===== config.mk =====
export PLATFORM = sky130hd
export DESIGN_NAME = char_ram_arbiter_flat
export DESIGN_NICKNAME = d
export VERILOG_FILES = /design/src/rtl/char_ram_arbiter_if.sv /design/src/rtl/char_ram_arbiter.sv /design/src/flat_wrapper.sv
export SDC_FILE = /design/constraint.sdc
export NUM_CORES = 1
export LEC_CHECK = 0
export ABC_AREA = 1
export BUFFER_PORTS_ARGS = -buffer_cell sky130_fd_sc_hd__buf_4
export CAP_MARGIN = 40
export CORE_MARGIN = 2
export CORE_UTILIZATION = 43
export CTS_CLUSTER_SIZE = 25
export DETAILED_ROUTE_END_ITERATION = 7
export GPL_ROUTABILITY_DRIVEN = 1
export PLACE_DENSITY = 0.74
export SETUP_SLACK_MARGIN = 0.05
export SYNTH_ARGS = -nofsm -noshare
export SYNTH_HDL_FRONTEND = slang
export SYNTH_SLANG_ARGS = --single-unit

===== constraint.sdc =====
create_clock -name clk -period 1.3 [get_ports clk]
set_input_delay 0.26 -clock clk [delete_from_list [all_inputs] [get_ports clk]]
set_output_delay 0.26 -clock clk [all_outputs]
set_load 0.005 [all_outputs]

===== src/rtl/char_ram_arbiter_if.sv =====
// Shared-port bundle between the VGA fetcher, the CPU bus and the character RAM.
// The master modport is the requester/RAM side and the slave modport is the arbiter.
interface char_ram_arbiter_if #(
    parameter int ADDR_W = 11,
    parameter int DATA_W = 8
);
    logic              vga_req;
    logic [ADDR_W-1:0] vga_addr;
    logic              vga_gnt;
    logic              vga_rvalid;
    logic [DATA_W-1:0] vga_rdata;

    logic              cpu_req;
    logic              cpu_we;
    logic [ADDR_W-1:0] cpu_addr;
    logic [DATA_W-1:0] cpu_wdata;
    logic              cpu_gnt;
    logic              cpu_rvalid;
    logic [DATA_W-1:0] cpu_rdata;

    logic [ADDR_W-1:0] ram_addr;
    logic              ram_we;
    logic [DATA_W-1:0] ram_wdata;
    logic [DATA_W-1:0] ram_rdata;

    modport master (
        output vga_req, vga_addr, cpu_req, cpu_we, cpu_addr, cpu_wdata, ram_rdata,
        input  vga_gnt, vga_rvalid, vga_rdata, cpu_gnt, cpu_rvalid, cpu_rdata,
               ram_addr, ram_we, ram_wdata
    );

    modport slave (
        input  vga_req, vga_addr, cpu_req, cpu_we, cpu_addr, cpu_wdata, ram_rdata,
        output vga_gnt, vga_rvalid, vga_rdata, cpu_gnt, cpu_rvalid, cpu_rdata,
               ram_addr, ram_we, ram_wdata
    );
endinterface


===== src/rtl/char_ram_arbiter.sv =====
// Character RAM port arbiter: VGA priority with a bounded run so the CPU is never starved,
// registered RAM command and a two-stage tag pipe that routes read data back to its owner.
module char_ram_arbiter #(
    parameter int ADDR_W      = 11,
    parameter int DATA_W      = 8,
    parameter int MAX_VGA_RUN = 4
) (
    input  logic                 clk,
    input  logic                 rst_n,
    char_ram_arbiter_if.slave    bus
);
    localparam int               RUN_W   = $clog2(MAX_VGA_RUN + 1);
    localparam logic [RUN_W-1:0] RUN_MAX = RUN_W'(MAX_VGA_RUN);

    logic [RUN_W-1:0]  r_run_cnt;
    logic              w_vga_gnt;
    logic              w_cpu_gnt;

    logic [ADDR_W-1:0] r_ram_addr;
    logic              r_ram_we;
    logic [DATA_W-1:0] r_ram_wdata;

    logic              r_s1_valid, r_s1_vga, r_s1_rd;
    logic              r_s2_valid, r_s2_vga, r_s2_rd;
    logic              w_vga_rv, w_cpu_rv;
    logic [DATA_W-1:0] r_vga_rdata, r_cpu_rdata;

    // Grants are gated by rst_n so nothing is issued while reset is held.
    always_comb begin
        w_vga_gnt = rst_n & bus.vga_req & (~bus.cpu_req | (r_run_cnt != RUN_MAX));
        w_cpu_gnt = rst_n & bus.cpu_req & ~w_vga_gnt;
    end

    assign bus.vga_gnt = w_vga_gnt;
    assign bus.cpu_gnt = w_cpu_gnt;

    always_ff @(posedge clk or negedge rst_n) begin
        if (!rst_n) begin
            r_run_cnt <= '0;
        end else if (!bus.cpu_req || w_cpu_gnt) begin
            r_run_cnt <= '0;
        end else if (w_vga_gnt && (r_run_cnt != RUN_MAX)) begin
            r_run_cnt <= r_run_cnt + 1'b1;
        end
    end

    always_ff @(posedge clk or negedge rst_n) begin
        if (!rst_n) begin
            r_ram_addr  <= '0;
            r_ram_we    <= 1'b0;
            r_ram_wdata <= '0;
        end else if (w_vga_gnt) begin
            r_ram_addr  <= bus.vga_addr;
            r_ram_we    <= 1'b0;
        end else if (w_cpu_gnt) begin
            r_ram_addr  <= bus.cpu_addr;
            r_ram_we    <= bus.cpu_we;
            r_ram_wdata <= bus.cpu_wdata;
        end else begin
            r_ram_we    <= 1'b0;
        end
    end

    assign bus.ram_addr  = r_ram_addr;
    assign bus.ram_we    = r_ram_we;
    assign bus.ram_wdata = r_ram_wdata;

    // Stage 1 travels with the RAM command, stage 2 lines up with ram_rdata.
    always_ff @(posedge clk or negedge rst_n) begin
        if (!rst_n) begin
            r_s1_valid <= 1'b0;
            r_s1_vga   <= 1'b0;
            r_s1_rd    <= 1'b0;
            r_s2_valid <= 1'b0;
            r_s2_vga   <= 1'b0;
            r_s2_rd    <= 1'b0;
        end else begin
            r_s1_valid <= w_vga_gnt | w_cpu_gnt;
            r_s1_vga   <= w_vga_gnt;
            r_s1_rd    <= w_vga_gnt | (w_cpu_gnt & ~bus.cpu_we);
            r_s2_valid <= r_s1_valid;
            r_s2_vga   <= r_s1_vga;
            r_s2_rd    <= r_s1_rd;
        end
    end

    assign w_vga_rv = r_s2_valid & r_s2_vga & r_s2_rd;
    assign w_cpu_rv = r_s2_valid & ~r_s2_vga & r_s2_rd;

    always_ff @(posedge clk or negedge rst_n) begin
        if (!rst_n) begin
            r_vga_rdata <= '0;
            r_cpu_rdata <= '0;
        end else begin
            if (w_vga_rv) r_vga_rdata <= bus.ram_rdata;
            if (w_cpu_rv) r_cpu_rdata <= bus.ram_rdata;
        end
    end

    // RAM data is forwarded in the stage-2 cycle and held afterwards, giving two-cycle latency.
    assign bus.vga_rvalid = w_vga_rv;
    assign bus.cpu_rvalid = w_cpu_rv;
    assign bus.vga_rdata  = w_vga_rv ? bus.ram_rdata : r_vga_rdata;
    assign bus.cpu_rdata  = w_cpu_rv ? bus.ram_rdata : r_cpu_rdata;
endmodule


===== src/flat_wrapper.sv =====
// flat-port wrapper written by rule: the top's interface ports become plain ports
module char_ram_arbiter_flat 
#(
    parameter int ADDR_W      = 11,
    parameter int DATA_W      = 8,
    parameter int MAX_VGA_RUN = 4
)
  (clk, rst_n, bus_vga_req, bus_vga_addr, bus_cpu_req, bus_cpu_we, bus_cpu_addr, bus_cpu_wdata, bus_ram_rdata, bus_vga_gnt, bus_vga_rvalid, bus_vga_rdata, bus_cpu_gnt, bus_cpu_rvalid, bus_cpu_rdata, bus_ram_addr, bus_ram_we, bus_ram_wdata);
  char_ram_arbiter_if #(.ADDR_W(ADDR_W), .DATA_W(DATA_W)) bus_i ();
  input  logic clk;
  input  logic rst_n;
  input wire logic [$bits(bus_i.vga_req)-1:0] bus_vga_req;
  input wire logic [$bits(bus_i.vga_addr)-1:0] bus_vga_addr;
  input wire logic [$bits(bus_i.cpu_req)-1:0] bus_cpu_req;
  input wire logic [$bits(bus_i.cpu_we)-1:0] bus_cpu_we;
  input wire logic [$bits(bus_i.cpu_addr)-1:0] bus_cpu_addr;
  input wire logic [$bits(bus_i.cpu_wdata)-1:0] bus_cpu_wdata;
  input wire logic [$bits(bus_i.ram_rdata)-1:0] bus_ram_rdata;
  output wire logic [$bits(bus_i.vga_gnt)-1:0] bus_vga_gnt;
  output wire logic [$bits(bus_i.vga_rvalid)-1:0] bus_vga_rvalid;
  output wire logic [$bits(bus_i.vga_rdata)-1:0] bus_vga_rdata;
  output wire logic [$bits(bus_i.cpu_gnt)-1:0] bus_cpu_gnt;
  output wire logic [$bits(bus_i.cpu_rvalid)-1:0] bus_cpu_rvalid;
  output wire logic [$bits(bus_i.cpu_rdata)-1:0] bus_cpu_rdata;
  output wire logic [$bits(bus_i.ram_addr)-1:0] bus_ram_addr;
  output wire logic [$bits(bus_i.ram_we)-1:0] bus_ram_we;
  output wire logic [$bits(bus_i.ram_wdata)-1:0] bus_ram_wdata;
  assign bus_i.vga_req = bus_vga_req;
  assign bus_i.vga_addr = bus_vga_addr;
  assign bus_i.cpu_req = bus_cpu_req;
  assign bus_i.cpu_we = bus_cpu_we;
  assign bus_i.cpu_addr = bus_cpu_addr;
  assign bus_i.cpu_wdata = bus_cpu_wdata;
  assign bus_i.ram_rdata = bus_ram_rdata;
  assign bus_vga_gnt = bus_i.vga_gnt;
  assign bus_vga_rvalid = bus_i.vga_rvalid;
  assign bus_vga_rdata = bus_i.vga_rdata;
  assign bus_cpu_gnt = bus_i.cpu_gnt;
  assign bus_cpu_rvalid = bus_i.cpu_rvalid;
  assign bus_cpu_rdata = bus_i.cpu_rdata;
  assign bus_ram_addr = bus_i.ram_addr;
  assign bus_ram_we = bus_i.ram_we;
  assign bus_ram_wdata = bus_i.ram_wdata;
  char_ram_arbiter #(.ADDR_W(ADDR_W), .DATA_W(DATA_W), .MAX_VGA_RUN(MAX_VGA_RUN)) u_core (.clk(clk), .rst_n(rst_n), .bus(bus_i));
endmodule

==> results of run 1 <==
power breakdown:
part           internal, uW  switching, uW
Sequential             1630           96.3
Combinational           666            492
Clock                   420            442
state kept, by name, summed over array words and instances, names as in the netlist:
signal,count
u_core.bus.ram_addr,11
u_core.bus.ram_wdata,8
u_core.bus.ram_we,1
u_core.r_cpu_rdata,8
u_core.r_run_cnt,3
u_core.r_s1_rd,1
u_core.r_s1_valid,1
u_core.r_s1_vga,1
u_core.r_s2_rd,1
u_core.r_s2_valid,1
u_core.r_s2_vga,1
u_core.r_vga_rdata,8
final cells by class:
type                    count  share of cell area [%]
clock inverters             1                   0.229
inverters                  41                    5.19
flip-flops and latches     45                    34.3
clock buffers               6                    2.52
repair buffers            115                    29.2
multi-input cells         137                    26.4
well taps                  54                    2.06
cells in the mapped netlist:
| library cell | instances | area (sq um) |
|---|---|---|
| buf_12 | 1 | 20.0 |
| buf_2 | 2 | 10.0 |
| buf_4 | 1 | 7.51 |
| buf_6 | 1 | 11.3 |
| buf_8 | 1 | 15.0 |
| clkbuf_1 | 2 | 7.51 |
| clkinv_2 | 1 | 5.00 |
| dfrtp_1 | 45 | 1130 |
| ha_1 | 2 | 25.0 |
| inv_1 | 38 | 143 |
| inv_2 | 1 | 3.75 |
| inv_4 | 1 | 6.26 |
| nand2_1 | 63 | 236 |
| nand2_2 | 11 | 68.8 |
| nand2_8 | 2 | 40.0 |
| nand3_1 | 26 | 130 |
| nand3_2 | 8 | 80.1 |
| nand3_4 | 1 | 17.5 |
| nand4_1 | 3 | 18.8 |
| nor2_1 | 3 | 11.3 |
| o21ai_0 | 17 | 85.1 |
| xor2_1 | 1 | 8.76 |
metal layers:
layer | wire (microns) | vias to the layer above | track usage, % | share of wire (%)
met5 | 0 | - | 0 | 0
met4 | 54 | 0 | 7.27 | 1.1
met3 | 364 | 7 | 5.90 | 7.4
met2 | 2360 | 66 | 28.0 | 48
met1 | 2140 | 849 | 25.2 | 43
li1 | - | 940 | - | -
through the flow:
stage               power (uW)  std cells  instance area (sq um)  util, %  hold slack (ns)
global placement          2740        383                   2920     62.2           0.0688
finish                    3740        399                   3280     69.9           0.0630
detailed placement        2760        383                   2920     62.2           0.0695
CTS                       3710        394                   3110     66.3           0.0766
global route              3970        399                   3280     69.9            0.101
floorplan                 2100        231                   2090        -          -0.0356
worst max-delay path, stage by stage (launching register included):
cell	delay, ns
dfrtp_1	0.40
inv_2	0.08
ha_4	0.15
nand3_4	0.10
nand2_8	0.13
nand2_8	0.07
clkinv_8	0.04
buf_6	0.08
kinds of logic (layout without fill, tap and decap cells):
logic type      Yosys count  in the layout
compound gates           17             17
xor+xnor                  1              1
fa+ha+maj                 2              2
buf+inv                  49            163
flops                    45             45
simple gates            117            117
timing repair:
action / CTS / global route
hold buffers: 1 / 0
endpoints found under the hold margin: 7 / 0
setup endpoints to repair: 40 / 43
cloned: 0 / 1
buffers inserted: 3 / 5
pin swaps: 3 / 11
gates resized for setup: 38 / 30
path summary, 6_finish.rpt:
check / end / slack, ns / cells past startpoint
max: bus_cpu_gnt / -0.31 / 7
min: u_core.r_run_cnt[1]$_DFFE_PN0P_ / 0.06 / 2
max reg2reg: u_core.bus.ram_addr[5]$_DFFE_PN0P_ / -0.25 / 11
min reg2reg: u_core.r_s2_rd$_DFF_PN0_ / 0.36 / 0
max in group asynchronous: u_core.bus.ram_addr[0]$_DFFE_PN0P_ / 0.67 / 3
min in group clk: u_core.r_s1_rd$_DFF_PN0_ / 0.15 / 2
==> metrics.txt, run 1 <==
outcome complete, but fails checks; failing checks negative setup slack; Clock Pin Slew Worst Setup and Hold Paths 0.08 ns; sequential area share after synthesis 54.2%; fillers 363; synth warn 0; synth unique cells 22; GR Overflow Total 0; pre-CTS WS -0.0577 ns; largest net degree at the start of global routing 39; Register Area 0.00113 sq mm; first-pass GRT wire length 7690 microns; H-Tree Level Count 2; Syn Area/Cell 8.99 sq um; post-synthesis compound-gate area fraction 4.10%; Tot GR Track Use 18.6%; share of layout cells above drive strength 1 51.9%; Total Nets Final 390; critical path peak fanout 4; count of pins over their slew limit 0; Starting DRT DRC Count 78; Final Hold Fails 0; WP data arrival 1.35 ns; worst r2r src u_core.r_run_cnt[1]$_DFFE_PN0P_; multi-input logic area 867 sq um; CP startpoint kind flip-flop; row count 25; Post-Synth Simple-Gate Area 29.0%; critical path type flip-flop to output pin; ANT cells 0; worst-skew pair later-pin latency 0.29 ns; total CTS buffers 5; DRT Pass-1 Iters 4; cell area power density 1140 mW/mm^2; largest family of logic cells by synthesized area simple AND/OR/NAND/NOR gates; via count 1862; vias in the first global route 1667; Final WS setup -0.308 ns; max_cap viols 0; die span in y 73.5 microns; Worst slew margin 69.1%; clock root cell clkbuf_8; CTS sink count 45; Leakage 0.00184 uW; Slew @ Worst Pin 0.463 ns; antenna violations before repair 0; Max rail drop VDD 435 uV; commonest non-fill, non-tap cells in the layout 100 x buf_4, 49 x nand2_1, 45 x dfrtp_1, 34 x inv_1, 23 x nand3_1; Setup Skew 0.00420 ns; port bufs 82; RSZ-0062 raised after global routing yes; mapped cell area 0.00208 sq mm; start point of the critical path u_core.r_run_cnt[1]$_DFFE_PN0P_; Remaining DRCs 0; Final Setup Violations 41; cells after synthesis 231; Final ANT Viol Nets 0; die area 0.00540 sq mm; core area 0.00469 sq mm; xor and xnor area share after synthesis 0.422%; I/O pins 83; worst min path class input pin to async pin; FF+latch count, synth 45; CTS max path bufs 2; routability cong. 0.822; initial core utilization 44.3%; synth-to-layout area growth 57.9%; Final TNS setup -7.77 ns; most common cell after layout, fill and taps aside buf_4; WL per Instance 12.3 microns; DRT Wirelength 4920 microns; Fmax achieved 622 MHz; DIE WIDTH 73.5 microns; mux contribution to synthesized area 0%; TritonCTS clock tree done; DP HPWL 3410 microns; crit path time final 1.61 ns; Vias/cell 4.67; syn nets 276; fin crit share 124%; worst path required time 1.04 ns; Worst Setup End Kind output pin; Synth Area in Adders 1.20%
No activity file was read; power rests on OpenSTA's default activity.
==> run 2, diff against run 1 <==
Settings changed: CORE_UTILIZATION 43 to 48, PLACE_DENSITY 0.74 to 0.78.
Clock period 1.3 ns to 1.51 ns, I/O delays scaled along.
==> run 2 against run 1 <==
Effect of this change: the flow still finishes with violations (negative setup slack); clock skew grew 0.0050 ns; non-clock buffer count shrank 12; sequential share of layout area rose by 1.6 points; clock-buffer cell count unchanged; combinational power shrank 17%; design area decreased by 4.3%; critical path type unchanged; critical endpoint is now bus_cpu_rdata[4].
==> metrics.txt, run 2 (synthesis results as in run 1) <==
outcome complete, but fails checks; failing checks negative setup slack; share of layout cells above drive strength 1 49.1% (-2.8 points); critical path type flip-flop to output pin; Final Setup Violations 20 (-51%); CP startpoint kind flip-flop; Worst slew margin 65.3% (-3.8 points); count of pins over their slew limit 0 (unchanged); Clk network pwr share 22.4% (-0.6 points); Max rail drop VDD 585 uV (+34%); worst min path class input pin to async pin; clock root cell clkbuf_8; WP data arrival 1.46 ns (+0.11 ns); Vias/cell 4.84 (+3.7%); initial core utilization 50.8% (+6.6 points); ANT cells 0 (unchanged); TritonCTS clock tree done; largest net degree at the start of global routing 44 (+13%); Final TNS setup -3.40 ns (+4.37 ns); routability cong. 0.783 (-4.7%); fin crit share 117%; DRT Pass-1 Iters 4 (unchanged); GR Overflow Total 0 (unchanged); fin cells 384 (-3.8%); via count 1859 (-0.16%); cell area power density 1010 mW/mm^2 (-12%); Final Hold Fails 0 (unchanged); Remaining DRCs 0 (unchanged); DP Cell Count 364 (-5.0%); DP HPWL 3330 microns (-2.4%); switch share 29.0% (+1.5 points); Clock Pin Slew Worst Setup and Hold Paths 0.08 ns (about the same); DIE WIDTH 69.8 microns (-5.1%); most common cell after layout, fill and taps aside buf_4; Setup Skew 0.00922 ns (+0.00502 ns); Starting DRT DRC Count 117 (+50%); DRT Wirelength 5320 microns (+8.2%); start point of the critical path u_core.r_s2_vga$_DFF_PN0_; total CTS buffers 5 (unchanged); Leakage 0.00176 uW (-4.2%); max_cap viols 0 (unchanged); H-Tree Level Count 2 (unchanged); port bufs 82 (unchanged); CTS sink count 45 (unchanged); die span in y 69.8 microns (-5.1%); Total Nets Final 378 (-3.1%); sequential power share 47.1% (+1.0 points); net switching power 917 uW (-11%); Final ANT Viol Nets 0 (unchanged); max reg flops 11 (unchanged); row count 23 (-8.0%); I/O pins 83 (unchanged); worst r2r src u_core.r_run_cnt[0]$_DFFE_PN0P_; commonest non-fill, non-tap cells in the layout 92 x buf_4, 56 x nand2_1, 45 x dfrtp_1, 34 x inv_1, 25 x nand3_1; Fmax achieved 567 MHz; CTS max path bufs 2 (unchanged); Design Power 3170 uW (-15%); crit path time final 1.76 ns; critical path peak fanout 8 (+4); worst path required time 1.21 ns (+0.17 ns); first-pass GRT wire length 8470 microns (+10%); design internal power 2250 uW (-17%); worst-skew pair later-pin latency 0.30 ns (about the same); Tot GR Track Use 21.7% (+3.1 points); die area 0.00487 sq mm (-9.9%); RSZ-0062 raised after global routing yes; power share of the combinational group 30.5% (-0.4 points); Slew @ Worst Pin 0.520 ns (+0.0568 ns); antenna violations before repair 0 (unchanged); synth-to-layout area growth 51.0%; vias in the first global route 1859 (+12%); WL per Instance 13.9 microns (+12%); Worst Setup End Kind output pin; core area 0.00409 sq mm (-13%); Final WS setup -0.253 ns (+0.0548 ns)
run 2: path summary, 6_finish.rpt:
| kind | cells past startpoint | end | slack [ns] |
|---|---|---|---|
| max in group asynchronous | 2 | u_core.bus.ram_addr[2]$_DFFE_PN0P_ | 1.00 |
| min in group clk | 3 | u_core.bus.ram_wdata[3]$_DFFE_PN0P_ | 0.20 |
| hold reg to reg | 0 | u_core.r_s2_rd$_DFF_PN0_ | 0.36 |
| setup reg to reg | 9 | u_core.bus.ram_wdata[0]$_DFFE_PN0P_ | 0.13 |
| setup / recovery | 5 | bus_cpu_rdata[4] | -0.25 |
| hold / removal | 2 | u_core.r_run_cnt[0]$_DFFE_PN0P_ | 0.11 |
run 2: final cells by class:
class	count	area, sq um
Timing Repair Buffer	103	858
Tap cell	50	62.6
Sequential cell	45	1130
Inverter	41	158
Multi-Input combinational cell	137	850
Clock buffer	6	72.6
Clock inverter	2	10.0
Fill cell	269	950
run 2: metrics by stage:
step / hold WS [ns] / util [%] / setup WS (ns) / instance area [sq um]
after floorplan: 0.00641 / - / 0.153 / 2080
after global placement: 0.118 / 67.9 / 0.0831 / 2780
after detailed placement: 0.117 / 67.9 / 0.0342 / 2780
after CTS: -0.209 / 73.7 / -0.171 / 3010
after global routing: 0.166 / 76.8 / -0.304 / 3140
final: 0.107 / 76.8 / -0.253 / 3140
run 2: critical path: stages (launching register included):
cell	delay, ns
dfrtp_1	0.42
nor2_2	0.13
nand2_2	0.12
clkbuf_16	0.20
o21ai_2	0.15
buf_4	0.14
run 2: per-layer routing:
metal  global-route usage, %  part of all wire, %  routed length, microns  up-vias
met5                       0                    0                       0        -
met4                    6.62                  1.7                      91        0
met3                    6.40                  6.4                     338       10
met2                    35.6                   49                    2630       74
met1                    27.8                   43                    2260      859
li1                        -                    -                       -      916
run 2: repair_timing:
action,4_1_cts,5_1_grt
endpoints found under the hold margin,3,3
gates resized for setup,45,12
gates cloned,0,2
endpoints found under the setup margin,19,30
buffers inserted,6,3
pin swaps,6,4
run 2: power by group through the flow:
| stage | Combinational [uW] | Sequential, uW | Clock [uW] |
|---|---|---|---|
| finish | 965 | 1490 | 710 |
| global route | 1060 | 1510 | 785 |
| CTS | 896 | 1480 | 722 |
| detailed placement | 787 | 1500 | 0 |
| global placement | 764 | 1500 | 0 |
| floorplan | 310 | 1490 | 0 |
